===== src/rtl/datapath_pkg.sv =====
// Shared op-codes, flag bit positions and multiply-sequencer state encodings
// for the pipelined register-file/ALU datapath.
package datapath_pkg;

    localparam logic [3:0] OP_ADD   = 4'd0;
    localparam logic [3:0] OP_SUB   = 4'd1;
    localparam logic [3:0] OP_AND   = 4'd2;
    localparam logic [3:0] OP_OR    = 4'd3;
    localparam logic [3:0] OP_XOR   = 4'd4;
    localparam logic [3:0] OP_NOT   = 4'd5;
    localparam logic [3:0] OP_SHL   = 4'd6;
    localparam logic [3:0] OP_SHR   = 4'd7;
    localparam logic [3:0] OP_PASSA = 4'd8;
    localparam logic [3:0] OP_PASSB = 4'd9;
    localparam logic [3:0] OP_INC   = 4'd10;
    localparam logic [3:0] OP_DEC   = 4'd11;
    localparam logic [3:0] OP_MUL   = 4'd12;

    localparam int FLAG_Z = 0;
    localparam int FLAG_C = 1;
    localparam int FLAG_N = 2;

    typedef enum logic {
        MUL_IDLE = 1'b0,
        MUL_BUSY = 1'b1
    } mulState_t;

endpackage


===== src/rtl/datapath_if.sv =====
// Issue/result bundle of the pipelined datapath; the master drives instructions,
// the slave (datapath) returns handshake, results and status.
interface datapath_if #(
    parameter int WIDTH = 8,
    parameter int AW    = 4
);
    logic             issueValid;
    logic             issueReady;
    logic             writeEnable;
    logic             writeSourceSelect;
    logic             muxASelect;
    logic             muxBSelect;
    logic [WIDTH-1:0] extInputData;
    logic [AW-1:0]    destAddress;
    logic [AW-1:0]    aAddress;
    logic [AW-1:0]    bAddress;
    logic [3:0]       aluOpCode;
    logic             resultValid;
    logic [WIDTH-1:0] resultData;
    logic [2:0]       flags;
    logic [WIDTH-1:0] rTop_out;

    modport master (
        output issueValid, writeEnable, writeSourceSelect, muxASelect, muxBSelect,
               extInputData, destAddress, aAddress, bAddress, aluOpCode,
        input  issueReady, resultValid, resultData, flags, rTop_out
    );

    modport slave (
        input  issueValid, writeEnable, writeSourceSelect, muxASelect, muxBSelect,
               extInputData, destAddress, aAddress, bAddress, aluOpCode,
        output issueReady, resultValid, resultData, flags, rTop_out
    );
endinterface


===== src/rtl/datapath_pipe_alu.sv =====
// Combinational single-cycle ALU with {N,C,Z} generation; the multiply result
// is produced by the iterative sequencer and only muxed in here.
module alu_param
    import datapath_pkg::*;
#(
    parameter int WIDTH = 8
) (
    input  logic [3:0]       opCode,
    input  logic [WIDTH-1:0] a,
    input  logic [WIDTH-1:0] b,
    input  logic [WIDTH-1:0] mulLo,
    input  logic             mulHiNonZero,
    output logic [WIDTH-1:0] result,
    output logic [2:0]       flagsOut
);
    logic             carry;
    logic [WIDTH:0]   wide;

    always_comb begin
        result = '0;
        carry  = 1'b0;
        wide   = '0;
        case (opCode)
            OP_ADD:   begin wide = {1'b0, a} + {1'b0, b}; result = wide[WIDTH-1:0]; carry = wide[WIDTH]; end
            OP_SUB:   begin wide = {1'b0, a} - {1'b0, b}; result = wide[WIDTH-1:0]; carry = wide[WIDTH]; end
            OP_AND:   result = a & b;
            OP_OR:    result = a | b;
            OP_XOR:   result = a ^ b;
            OP_NOT:   result = ~a;
            OP_SHL:   begin result = {a[WIDTH-2:0], 1'b0}; carry = a[WIDTH-1]; end
            OP_SHR:   begin result = {1'b0, a[WIDTH-1:1]}; carry = a[0]; end
            OP_PASSA: result = a;
            OP_PASSB: result = b;
            OP_INC:   begin wide = {1'b0, a} + (WIDTH+1)'(1); result = wide[WIDTH-1:0]; carry = wide[WIDTH]; end
            OP_DEC:   begin wide = {1'b0, a} - (WIDTH+1)'(1); result = wide[WIDTH-1:0]; carry = wide[WIDTH]; end
            OP_MUL:   begin result = mulLo; carry = mulHiNonZero; end
            default:  ;
        endcase
        flagsOut         = '0;
        flagsOut[FLAG_Z] = (result == '0);
        flagsOut[FLAG_C] = carry;
        flagsOut[FLAG_N] = result[WIDTH-1];
    end
endmodule


===== src/rtl/datapath_pipe.sv =====
// Two-stage datapath: issue selects/forwards operands into the EX register,
// execute computes, writes back and reports; MUL stalls issue for WIDTH cycles.
//
// state    | meaning
// MUL_IDLE | single-cycle ops flow, issueReady=1
// MUL_BUSY | shift-add multiply iterating, issue stalled
module datapath_pipe
    import datapath_pkg::*;
#(
    parameter  int WIDTH = 8,
    parameter  int NREGS = 16,
    localparam int AW    = $clog2(NREGS)
) (
    input  logic    clk,
    input  logic    reset,
    datapath_if.slave bus
);
    localparam int CW = $clog2(WIDTH + 1);

    logic [WIDTH-1:0]   regFile [NREGS];
    logic               exValid, exWe, exWsel;
    logic [3:0]         exOp;
    logic [WIDTH-1:0]   exA, exB, exExt;
    logic [AW-1:0]      exDest;
    logic               resultValidReg;
    logic [WIDTH-1:0]   resultDataReg;
    logic [2:0]         flagsReg;

    mulState_t          mulState, mulNext;
    logic [CW-1:0]      mulCnt;
    logic [2*WIDTH-1:0] mulAcc, mulCand, mulProd;
    logic [WIDTH-1:0]   mulPlier;

    logic               accept, mulLast, done, wbWrite;
    logic [WIDTH-1:0]   aluResult, wbData, opA, opB;
    logic [2:0]         aluFlags;

    assign accept  = bus.issueValid && bus.issueReady;
    assign mulLast = (mulState == MUL_BUSY) && (mulCnt == CW'(1));
    assign done    = (exValid && (exOp != OP_MUL)) || mulLast;
    // Final shift-add step is folded into the completion edge.
    assign mulProd = mulAcc + (mulPlier[0] ? mulCand : '0);
    assign wbData  = exWsel ? exExt : aluResult;
    assign wbWrite = done && exWe;

    alu_param #(.WIDTH(WIDTH)) u_alu (
        .opCode       (exOp),
        .a            (exA),
        .b            (exB),
        .mulLo        (mulProd[WIDTH-1:0]),
        .mulHiNonZero (|mulProd[2*WIDTH-1:WIDTH]),
        .result       (aluResult),
        .flagsOut     (aluFlags)
    );

    always_comb begin
        opA = regFile[bus.aAddress];
        opB = regFile[bus.bAddress];
        if (wbWrite && (exDest == bus.aAddress)) opA = wbData;
        if (wbWrite && (exDest == bus.bAddress)) opB = wbData;
        if (bus.muxASelect) opA = bus.extInputData;
        if (bus.muxBSelect) opB = bus.extInputData;
    end

    always_comb begin
        mulNext = mulState;
        case (mulState)
            MUL_IDLE: if (accept && (bus.aluOpCode == OP_MUL)) mulNext = MUL_BUSY;
            MUL_BUSY: if (mulCnt == CW'(1)) mulNext = MUL_IDLE;
            default:  mulNext = MUL_IDLE;
        endcase
    end

    always_ff @(posedge clk or posedge reset) begin
        if (reset) mulState <= MUL_IDLE;
        else       mulState <= mulNext;
    end

    always_ff @(posedge clk or posedge reset) begin
        if (reset) begin
            for (int i = 0; i < NREGS; i++) regFile[i] <= '0;
            exValid        <= 1'b0;
            exWe           <= 1'b0;
            exWsel         <= 1'b0;
            exOp           <= '0;
            exA            <= '0;
            exB            <= '0;
            exExt          <= '0;
            exDest         <= '0;
            mulCnt         <= '0;
            mulAcc         <= '0;
            mulCand        <= '0;
            mulPlier       <= '0;
            resultValidReg <= 1'b0;
            resultDataReg  <= '0;
            flagsReg       <= '0;
        end else begin
            exValid <= accept;
            if (accept) begin
                exOp   <= bus.aluOpCode;
                exA    <= opA;
                exB    <= opB;
                exExt  <= bus.extInputData;
                exDest <= bus.destAddress;
                exWe   <= bus.writeEnable;
                exWsel <= bus.writeSourceSelect;
            end
            if (accept && (bus.aluOpCode == OP_MUL)) begin
                mulAcc   <= '0;
                mulCand  <= {{WIDTH{1'b0}}, opA};
                mulPlier <= opB;
                mulCnt   <= CW'(WIDTH);
            end else if (mulState == MUL_BUSY) begin
                mulAcc   <= mulProd;
                mulCand  <= mulCand << 1;
                mulPlier <= mulPlier >> 1;
                mulCnt   <= mulCnt - CW'(1);
            end
            resultValidReg <= done;
            if (done) resultDataReg <= wbData;
            if (done && !exWsel) flagsReg <= aluFlags;
            if (wbWrite) regFile[exDest] <= wbData;
        end
    end

    assign bus.issueReady  = (mulState == MUL_IDLE);
    assign bus.resultValid = resultValidReg;
    assign bus.resultData  = resultDataReg;
    assign bus.flags       = flagsReg;
    assign bus.rTop_out    = regFile[NREGS-1];
endmodule


===== src/flat_wrapper.sv =====
// flat-port wrapper written by rule: the top's interface ports become plain ports
module datapath_pipe_flat import datapath_pkg::*;
#(
    parameter  int WIDTH = 8,
    parameter  int NREGS = 16,
    localparam int AW    = $clog2(NREGS)
)
  (clk, reset, bus_issueValid, bus_writeEnable, bus_writeSourceSelect, bus_muxASelect, bus_muxBSelect, bus_extInputData, bus_destAddress, bus_aAddress, bus_bAddress, bus_aluOpCode, bus_issueReady, bus_resultValid, bus_resultData, bus_flags, bus_rTop_out);
  datapath_if #(.WIDTH(WIDTH)) bus_i ();
  input  logic clk;
  input  logic reset;
  input wire logic [$bits(bus_i.issueValid)-1:0] bus_issueValid;
  input wire logic [$bits(bus_i.writeEnable)-1:0] bus_writeEnable;
  input wire logic [$bits(bus_i.writeSourceSelect)-1:0] bus_writeSourceSelect;
  input wire logic [$bits(bus_i.muxASelect)-1:0] bus_muxASelect;
  input wire logic [$bits(bus_i.muxBSelect)-1:0] bus_muxBSelect;
  input wire logic [$bits(bus_i.extInputData)-1:0] bus_extInputData;
  input wire logic [$bits(bus_i.destAddress)-1:0] bus_destAddress;
  input wire logic [$bits(bus_i.aAddress)-1:0] bus_aAddress;
  input wire logic [$bits(bus_i.bAddress)-1:0] bus_bAddress;
  input wire logic [$bits(bus_i.aluOpCode)-1:0] bus_aluOpCode;
  output wire logic [$bits(bus_i.issueReady)-1:0] bus_issueReady;
  output wire logic [$bits(bus_i.resultValid)-1:0] bus_resultValid;
  output wire logic [$bits(bus_i.resultData)-1:0] bus_resultData;
  output wire logic [$bits(bus_i.flags)-1:0] bus_flags;
  output wire logic [$bits(bus_i.rTop_out)-1:0] bus_rTop_out;
  assign bus_i.issueValid = bus_issueValid;
  assign bus_i.writeEnable = bus_writeEnable;
  assign bus_i.writeSourceSelect = bus_writeSourceSelect;
  assign bus_i.muxASelect = bus_muxASelect;
  assign bus_i.muxBSelect = bus_muxBSelect;
  assign bus_i.extInputData = bus_extInputData;
  assign bus_i.destAddress = bus_destAddress;
  assign bus_i.aAddress = bus_aAddress;
  assign bus_i.bAddress = bus_bAddress;
  assign bus_i.aluOpCode = bus_aluOpCode;
  assign bus_issueReady = bus_i.issueReady;
  assign bus_resultValid = bus_i.resultValid;
  assign bus_resultData = bus_i.resultData;
  assign bus_flags = bus_i.flags;
  assign bus_rTop_out = bus_i.rTop_out;
  datapath_pipe #(.WIDTH(WIDTH), .NREGS(NREGS)) u_core (.clk(clk), .reset(reset), .bus(bus_i));
endmodule

===== config.mk =====
export PLATFORM = sky130hd
export DESIGN_NAME = datapath_pipe_flat
export DESIGN_NICKNAME = d
export VERILOG_FILES = /design/src/rtl/datapath_pkg.sv /design/src/rtl/datapath_if.sv /design/src/rtl/datapath_pipe_alu.sv /design/src/rtl/datapath_pipe.sv /design/src/flat_wrapper.sv
export SDC_FILE = /design/constraint.sdc
export NUM_CORES = 1
export LEC_CHECK = 0
export BUFFER_PORTS_ARGS = -buffer_cell sky130_fd_sc_hd__buf_2
export CORE_MARGIN = 1.5
export CORE_UTILIZATION = 45
export CTS_CLUSTER_DIAMETER = 200
export DETAILED_ROUTE_END_ITERATION = 7
export SETUP_SLACK_MARGIN = 0.1
export SYNTH_ARGS = -nofsm -noshare
export SYNTH_HDL_FRONTEND = slang
export SYNTH_HIERARCHICAL = 1
export SYNTH_SLANG_ARGS = --single-unit

===== constraint.sdc =====
create_clock -name clk -period 19.95 [get_ports clk]
set_input_delay 3.99 -clock clk [delete_from_list [all_inputs] [get_ports clk]]
set_output_delay 3.99 -clock clk [all_outputs]
set_load 0.03 [all_outputs]

==> results.md <==
* Status: completed
* Seq/Total Area, Yosys at 40.5%
* Worst Tran Pin Value at 1.23 ns
* FF+latch count, synth at 220
* Distinct cells, synth at 77
* Layout area overhead at 8.90%
* Minimum clock period at 5.86 ns
* Setup tns final at 0 ns
* Clk buf depth at 3
* Max Clk Rate at 0.171 GHz
* Drt pass-1 iters at 5
* Top cells by area, synth: dfrtp_1, mux4_2, nand2_1, o21ai_0, ha_1
* Worst Setup Start Kind: input pin
* Syn Inst Count at 1388
* Vias in the first global route at 9976
* Synth cell count leaders: nand2_1, dfrtp_1, o21ai_0, mux4_2, a21oi_1
* Routability cong. at 0.936
* Die area at 31200 um^2
* Power Dens Cells at 157 nW/um^2
* Top-count cell post-synth: nand2_1
* Total design power at 2.32 mW
* Top delay family on crit path: multiplexers
* Crit path DAT at 6.24 ns
* Syn Nets at 1465
* Routed Antenna Nets at 0
* CTS resizes at 0
* Starting Density at 45.8%
* H-tree levels at 1
* Clock Sinks at 220
* RSZ-0062 raised after global routing: no
* Final period util at 29.4%
* Final Setup Violations at 0
* Drt wl/cell at 20.5 um
* Worst slew margin at 15.6%
* Nets at 1447
* Top_reg_cell synth: dfrtp_1
* Via density per instance at 5.86
* First-pass GRT wire length at 57900 um
* Pin count of the biggest net entering global routing at 141
* Clock skew at 0.0114 ns
* Max-cap violation count at 0
* Fin area at 14800 um^2
* Total setup buffers inserted after CTS at 0
* Slew Viols, Final at 0
* Die H at 177 um
* Share of cells above drive strength 1 at 15.9%
* Leak pwr at 6.57 nW
* Synth Cell Area at 13600 um^2
* Cell Area, Placed at 13900 um^2
* WP data required at 20.33 ns
* Fillers at 2782
* Crit-path slowest cell: mux4_2
* Worst path bufs/invs at 2
* Setup CP Type: input pin to flop
* Clock Latency Late Sink at 0.52 ns
* Cell accounting for the most synthesized area: dfrtp_1
* Initial antenna violation count at 0
* Chip width at 177 um
* CP Cell Sequence: buf_2, buf_4, mux4_2, mux4_2, mux2i_1, nor2_1, a21oi_1, o21ai_0
* Synth warn at 6
* Final core occ at 49.9%
* IO Pins at 52
* PortBufs at 51
* DRT iter0 DRCs at 916
* Global route overflow at 0
* Vias post-DR at 10422
* Clk root buf: clkbuf_16
* Clk pin slew, worst setup/hold paths at 0.07 ns
* Synthesized area per cell at 9.79 um^2
* CTS hold repair buffers at 0
* Hold crit path type: flop to flop
* CORE AREA at 29600 um^2
* EDFF count, synth at 0
* Crit path capture type: flop
* Cell Rows at 63
* Critical path peak fanout at 33
* Total CTS buffers at 25
* Post-Route WL at 36500 um
* Async SR Flop Fraction at 100%
* DRC Markers at 0
* CTS tree: yes
* R2R setup slack at 15.06 ns
* Worst VDD drop at 0.0967 mV
* Most used cell, CP: mux4_2
* HPWL reported at the end of detailed placement at 26100 um
* Slowest stage delay, CP at 0.58 ns
* Share of the synthesized area in the top cell type at 40.5%
* Final Hold Violating Endpoints at 0
* GRT Util Overall at 23.9%
-- stage by stage --
| step | hold WS [ns] | setup slack [ns] | std cells |
|---|---|---|---|
| floorplan | 0.461 | 9.94 | 1388 |
| detailed placement | 0.483 | 13.51 | 1733 |
| global route | 0.525 | 13.81 | 1778 |
| global placement | 0.473 | 13.52 | 1733 |
| finish | 0.500 | 14.09 | 1780 |
| CTS | 0.504 | 14.07 | 1778 |
-- logic make-up after synthesis --
logic type / synth area share (%)
fa+ha+maj: 4.40
compound gates: 14.8
flops: 40.5
simple gates: 15.5
mux: 17.7
buf+inv: 4.83
xor+xnor: 2.19
-- cell usage in the layout (no fill, tap or decap), types with 6 or more instances in the layout --
cell and count:
a21o_1 7, buf_4 16, ha_1 43, buf_2 51
a31oi_1 7, xor2_1 13, nand2b_1 10, nand2_1 270
clkbuf_16 25, mux2i_1 39, inv_1 32, xnor2_1 21
a22o_1 6, mux2_2 12, nand3_1 26, nor2b_1 23
and3_1 10, nor3_1 16, o21ai_0 177, dfrtp_1 219
and2_1 17, mux4_2 81, a21oi_1 67, a211oi_1 20
nor2_1 55
-- area by class of cell --
class	count	area [um^2]	share of cell area (%)
Clock inverter	11	143	0.964
Antenna cell	2	5.00	0.0338
Clock buffer	34	699	4.73
Inverter	34	135	0.914
Sequential cell	220	5510	37.2
Tap cell	390	488	3.30
Timing Repair Buffer	67	375	2.54
Multi-Input combinational cell	1022	7440	50.3
-- final timing paths --
| path | start | to | depth (start not counted) |
|---|---|---|---|
| max in group asynchronous | reset | u_core/bus.flags[2]$_DFFE_PP0P_ | 3 |
| min in group asynchronous | reset | u_core/mulCnt[2]$_DFFE_PP0P_ | 2 |
| worst max-delay path | bus_bAddress[0] | u_core/exB[4]$_DFFE_PP0P_ | 8 |
| worst min register to register | u_core/regFile[98]$_DFFE_PP0P_ | u_core/regFile[98]$_DFFE_PP0P_ | 2 |
| worst min-delay path | u_core/regFile[98]$_DFFE_PP0P_ | u_core/regFile[98]$_DFFE_PP0P_ | 2 |
| worst max register to register | u_core/mulPlier[0]$_DFFE_PP0P_ | u_core/bus.flags[1]$_DFFE_PP0P_ | 14 |
-- sequential cells by signal, indices dropped and copies added (netlist names) --
name / count
u_core/mulCnt: 4
u_core/exExt: 8
u_core/mulState: 1
u_core/exOp: 4
u_core/bus.flags: 3
u_core/bus.rTop_out: 8
u_core/exWe: 1
u_core/bus.resultData: 8
u_core/exWsel: 1
u_core/exValid: 1
u_core/bus.resultValid: 1
u_core/mulAcc: 16
u_core/exB: 8
u_core/mulPlier: 8
u_core/exDest: 4
u_core/mulCand: 16
u_core/exA: 8
u_core/regFile: 120
-- worst register-to-register path: stages (launching register included) --
cell       delay, ns
dfrtp_1         0.54
and2_1          0.25
ha_1            0.24
fa_1            0.44
a21o_2          0.25
a221oi_1        0.50
o21ai_0         0.22
xnor2_1         0.19
or4_1           0.54
or4b_1          0.60
nand3_1         0.15
o21ai_0         0.15
a32oi_1         0.24
o2111ai_1       0.18
mux2_2          0.30
-- where the power goes --
part / switching, mW / internal (mW)
clock: 0.183 / 0.285
sequential: 0.181 / 0.611
combinational: 0.636 / 0.421
-- metal layers --
metal	part of all wire [%]	global-route usage, %
met1	46	33.4
met5	0	0
met4	2.2	5.65
met2	47	39.4
met3	4.5	3.33
Power figures use the tool's default switching activity.
